$ cat config.mk
export PLATFORM = sky130hd
export DESIGN_NAME = alu_muldiv_seq
export DESIGN_NICKNAME = d
export VERILOG_FILES = /design/src/rtl/alu_muldiv_seq.sv
export SDC_FILE = /design/constraint.sdc
export NUM_CORES = 1
export LEC_CHECK = 0
export CORE_AREA = 10 10 200 202
export DETAILED_ROUTE_END_ITERATION = 16
export DIE_AREA = 0 0 210 212
export GPL_ROUTABILITY_DRIVEN = 0
export PLACE_DENSITY = 0.65
export REMOVE_ABC_BUFFERS = 1
export SLEW_MARGIN = 20
export SYNTH_ARGS = -nofsm -noshare
export SYNTH_HDL_FRONTEND = slang
export SYNTH_SLANG_ARGS = --single-unit
$ cat constraint.sdc
create_clock -name clk -period 3.9 [get_ports clk]
set_clock_uncertainty 0.15 [all_clocks]
set_input_delay 0.78 -clock clk [delete_from_list [all_inputs] [get_ports clk]]
set_output_delay 0.78 -clock clk [all_outputs]
set_load 0.01 [all_outputs]
$ cat src/rtl/alu_muldiv_seq.sv
// Iterative multiply/divide unit: shift-add MULT/MULTU and restoring DIV/DIVU into HI/LO,
// one bit per cycle, with start/busy/done handshake, MTHI/MTLO writes and flush cancel.
module alu_muldiv_seq #(
    parameter int WIDTH = 32,
    parameter int CNT_W = 6
) (
    input  logic             clk,
    input  logic             rst_n,
    input  logic [WIDTH-1:0] src_a,
    input  logic [WIDTH-1:0] src_b,
    input  logic [1:0]       sig_md_op,
    input  logic             sig_md_start,
    input  logic             sig_md_cancel,
    input  logic             sig_hi_we,
    input  logic             sig_lo_we,
    input  logic [WIDTH-1:0] wr_data,
    output logic [WIDTH-1:0] hi,
    output logic [WIDTH-1:0] lo,
    output logic             busy,
    output logic             done
);

    localparam logic [1:0] ST_IDLE = 2'd0;
    localparam logic [1:0] ST_RUN  = 2'd1;
    localparam logic [1:0] ST_FIX  = 2'd2;

    logic [1:0]         state;
    logic [CNT_W-1:0]   cnt;
    logic [1:0]         op;
    logic               sign_a;
    logic               sign_b;
    logic [2*WIDTH-1:0] acc;
    logic [WIDTH-1:0]   rem;
    logic [WIDTH-1:0]   opd_b;

    logic               start_signed;
    logic [WIDTH:0]     mul_sum;
    logic [WIDTH:0]     div_shift;
    logic [WIDTH:0]     div_diff;
    logic [2*WIDTH-1:0] prod_fix;
    logic [WIDTH-1:0]   quo_fix;
    logic [WIDTH-1:0]   rem_fix;

    assign start_signed = ~sig_md_op[0];
    assign busy         = (state != ST_IDLE);

    always_comb begin
        mul_sum   = {1'b0, acc[2*WIDTH-1:WIDTH]} + (acc[0] ? {1'b0, opd_b} : '0);
        div_shift = {rem, acc[WIDTH-1]};
        // Modulo WIDTH+1 bits, bit WIDTH is set exactly when the trial subtraction underflows.
        div_diff  = div_shift - {1'b0, opd_b};
        prod_fix  = (sign_a ^ sign_b) ? -acc : acc;
        quo_fix   = (sign_a ^ sign_b) ? -acc[WIDTH-1:0] : acc[WIDTH-1:0];
        rem_fix   = sign_a ? -rem : rem;
        if (opd_b == '0) begin
            quo_fix = '1;
        end
    end

    always_ff @(posedge clk or negedge rst_n) begin
        if (!rst_n) begin
            state  <= ST_IDLE;
            cnt    <= '0;
            op     <= '0;
            sign_a <= 1'b0;
            sign_b <= 1'b0;
            acc    <= '0;
            rem    <= '0;
            opd_b  <= '0;
            hi     <= '0;
            lo     <= '0;
            done   <= 1'b0;
        end else begin
            done <= 1'b0;
            case (state)
                ST_IDLE: begin
                    if (sig_hi_we) hi <= wr_data;
                    if (sig_lo_we) lo <= wr_data;
                    if (sig_md_start && !sig_md_cancel) begin
                        state  <= ST_RUN;
                        cnt    <= '0;
                        op     <= sig_md_op;
                        sign_a <= start_signed & src_a[WIDTH-1];
                        sign_b <= start_signed & src_b[WIDTH-1];
                        acc    <= {{WIDTH{1'b0}},
                                   (start_signed & src_a[WIDTH-1]) ? -src_a : src_a};
                        opd_b  <= (start_signed & src_b[WIDTH-1]) ? -src_b : src_b;
                        rem    <= '0;
                    end
                end
                ST_RUN: begin
                    if (sig_md_cancel) begin
                        state <= ST_IDLE;
                    end else begin
                        if (op[1]) begin
                            rem <= div_diff[WIDTH] ? div_shift[WIDTH-1:0] : div_diff[WIDTH-1:0];
                            acc <= {acc[2*WIDTH-1:WIDTH], acc[WIDTH-2:0], ~div_diff[WIDTH]};
                        end else begin
                            acc <= {mul_sum, acc[WIDTH-1:1]};
                        end
                        cnt <= cnt + 1'b1;
                        if (cnt == CNT_W'(WIDTH - 1)) state <= ST_FIX;
                    end
                end
                ST_FIX: begin
                    state <= ST_IDLE;
                    if (!sig_md_cancel) begin
                        done <= 1'b1;
                        if (op[1]) begin
                            hi <= rem_fix;
                            lo <= quo_fix;
                        end else begin
                            hi <= prod_fix[2*WIDTH-1:WIDTH];
                            lo <= prod_fix[WIDTH-1:0];
                        end
                    end
                end
                default: state <= ST_IDLE;
            endcase
        end
    end

endmodule
==> flow_summary_export.csv <==
group,metric,value,unit
power_and_ir_drop,switching_share,0.401,
worst_setup_path,cp.required,4200,ps
global_route,grt_pass1_vias,15000,
global_route,grt_first_pass_wirelength,83.1,mm
power_and_ir_drop,pwr-share-comb,0.409,
floorplan,coreArea,0.0361,sq mm
worst_setup_path,cp_slowest_cell,"dfrtp_1",
route,drt_iter0_markers,1126,
power_and_ir_drop,switchingPower,3.79,mW
timing,fin_crit_sh,0.927,
worst_setup_path,critPathKind,"reg -> reg",
yosys,synth_cell_types,82,
clock_tree,ctsHtreeMaxLevel,1,
global_route,antenna_found_initial,0,
placement,place_area,0.0184,sq mm
route,drt_first_pass_iters,5,
final_layout,syn2layout_area_growth,20.3,%
yosys,synthFlopType,"dfrtp_1",
floorplan,die_height,212,microns
power_and_ir_drop,total_power,9.45,mW
clock_tree,cts_root_buf,"clkbuf_16",
floorplan,ios,170,
power_and_ir_drop,pwr_density_cell,490,mW/mm^2
yosys,ys_ff_latch,204,
worst_setup_path,cp_common_cell,"o21ai_0",
flow_run,drv_cap,0,
yosys,synth_area,0.0160,sq mm
timing,slew_headroom,0.381,
worst_setup_path,end_kind,"flip-flop",
yosys,yosysSeqAreaShare,0.318,
route,drc,0,
placement,place.detailed.hpwl,40.6,mm
timing,rsz0062_at_grt,"no",
route,viasPerCell,5.87,
clock_tree,cts_made_buffers,26,
floorplan,dieArea,0.0445,sq mm
final_layout,postLayoutCellArea,0.0193,sq mm
power_and_ir_drop,peakVddDrop,0.000338,V
worst_setup_path,worstPathMaxFanout,31,
clock_tree,post_cts_buffers,0,
timing,hold_violations,0,
placement,port_buffers,169,
route,num_vias,15500,
global_route,grt-ovfl-total,0,
yosys,yosysWarningCount,0,
route,routed_wl,52.0,mm
final_layout,seq_area,0.00511,sq mm
final_layout,layout_commonest_cell,"nand2_1",
yosys,syn_inst,2008,
power_and_ir_drop,p_clk_frac,0.263,
clock_tree,clk_pin_slew,60,ps
run_status,status,"completed",
worst_setup_path,critPathBufInv,2,
final_layout,final_cell_mix,"nand2_1, o21ai_0, dfrtp_1, clkdlybuf4s50_1, a21oi_1",
floorplan,num_rows,70,
power_and_ir_drop,p_int,5.66,mW
clock_tree,cts_tree,"yes",
worst_setup_path,start_kind,"flip-flop",
timing,fmax,277,MHz
power_and_ir_drop,p_leak,8.34,nW
yosys,async_reset_ff_frac,1.00,
timing,fin_crit,3620,ps
power_and_ir_drop,pwr-share-seq,0.328,
final_layout,diodes,0,
timing,drv_slew,0,
clock_tree,clock_sinks,204,
final_layout,n_fill_cell,3411,
route,ant_nets,0,
floorplan,dieWidth,210,microns
floorplan,initial_core_util,0.444,
worst_setup_path,critical_path.max_stage_delay,420,ps
route,wire_per_inst,19.7,microns
final_layout,multiInputGateArea,0.0103,sq mm
global_route,grt_start_max_net_pins,83,
worst_setup_path,critical_path.cell_chain,"inv_1 > ha_1 > fa_1 > nor2b_1 > o2111ai_1 > a21oi_1 > o21ai_0 > a21oi_2 > o21ai_0 > nand3_1 > buf_12 > mux2_2 > o21ai_0",
yosys,syn_area_per_cell,7.99,sq um
worst_setup_path,crit_family,"compound AO/OA/AOI/OAI gates",
clock_tree,clock_path_buffers,3,
timing,tightest_slew,929,ps
worst_setup_path,arrival,3920,ps
timing,setup-violations-final,0,
global_route,grt_usage,0.227,
clock_tree,insertion_delay,540,ps
final_layout,final_nets,2326,
yosys,synth-edff-count,0,
final_layout,final_layout_size_suffix_gt1_frac,0.0645,
min_path,hp-class,"in -> async",
registers in the layout, indices dropped and copies added (netlist names), 2 cells and up:
signal,cells
acc,64
cnt,6
hi,32
lo,32
opd_b,32
rem,32
state,2
layout make-up:
| cell class | count | area share |
|---|---|---|
| clock buffers | 39 | 0.0409 |
| inverters | 66 | 0.0128 |
| well taps | 468 | 0.0303 |
| flip-flops and latches | 204 | 0.265 |
| multi-input cells | 1627 | 0.534 |
| repair buffers | 226 | 0.111 |
| clock inverters | 8 | 0.00551 |
worst register-to-register path, stage by stage, from the launching register on:
cell and delay (ps):
dfrtp_1 420, inv_1 110, ha_1 240, fa_1 410
nor2b_1 180, o2111ai_1 150, a21oi_1 300, o21ai_0 230
a21oi_2 280, o21ai_0 150, nand3_1 150, buf_12 230
mux2_2 390, o21ai_0 130
per-stage QoR:
step,hold WS [ps],utilization,setup WS [ps],std cells,setup TNS [ps]
global placement,311,0.510,25.1,2591,0
floorplan,300,-,-418,1897,-22600
global route,173,0.535,28.1,2638,0
finish,106,0.535,285,2638,0
CTS,145,0.534,223,2638,0
detailed placement,318,0.510,-32.9,2591,-46.0
kinds of logic (layout without fill, tap and decap cells):
kind of cell / count (synthesis) / after routing / synth area share
xor gates and xnor gates: 195 / 195 / 0.106
AOI/OAI and AO/OA: 639 / 639 / 0.239
muxes: 50 / 50 / 0.0314
DFF: 204 / 204 / 0.318
adders and majority gates: 71 / 71 / 0.0563
and+or+nand+nor: 672 / 672 / 0.205
buffers and inverters: 177 / 339 / 0.0429
cells in the mapped netlist (9+ instances only):
library cell	instances	area [sq um]
or4_1	17	128
mux2i_1	48	480
a21o_1	28	210
and2_1	13	81.3
o22ai_1	29	181
o21ai_0	226	1130
o31ai_1	25	188
inv_1	64	240
ha_1	69	863
xnor2_1	92	806
o211ai_1	20	150
clkbuf_1	100	375
nor2b_1	18	113
nor3_1	31	155
dfrtp_1	204	5100
a31oi_1	19	119
a211oi_1	9	67.6
a221oi_1	13	114
nor4_1	21	131
or3_1	37	231
xor2_1	103	902
o21ai_1	22	110
nand2b_1	19	119
o41ai_1	14	123
nand2_1	256	961
nor2_1	150	563
nand3_1	31	155
and3_1	28	175
nand4_1	16	100
o21a_1	13	97.6
o221ai_1	13	114
a21oi_1	162	811
metal layers:
layer	up-vias	routed length [microns]	GRT usage
met3	69	3430	0.0324
met2	551	24000	0.372
met4	0	1050	0.0558
li1	7523	-	-
met5	-	0	0
met1	7332	23500	0.308
what timing repair did:
action / CTS / global route
resized for setup: 0 / 2
hold buffers: 0 / 0
endpoints found under the setup margin: 0 / 2
power groups by stage:
stage                     sequential (mW)  clock (mW)  combinational (mW)
after floorplan                      3.03           0                2.50
after detailed placement             3.13           0                3.81
after global routing                 3.17        2.60                4.28
final                                3.10        2.49                3.86
after CTS                            3.09        2.53                3.83
after global placement               3.11           0                3.73
path summary, 6_finish.rpt:
path	slack, ps	start	end	depth (start not counted)
min in group clk	320	lo[10]	lo[10]	2
hold / removal	110	rst_n	done	1
setup reg to reg	280	acc[31]	rem[0]	13
max in group asynchronous	2520	rst_n	acc[27]	2
setup / recovery	280	acc[31]	rem[0]	13
hold reg to reg	320	lo[10]	lo[10]	2
(Power assumes the default switching activity.)
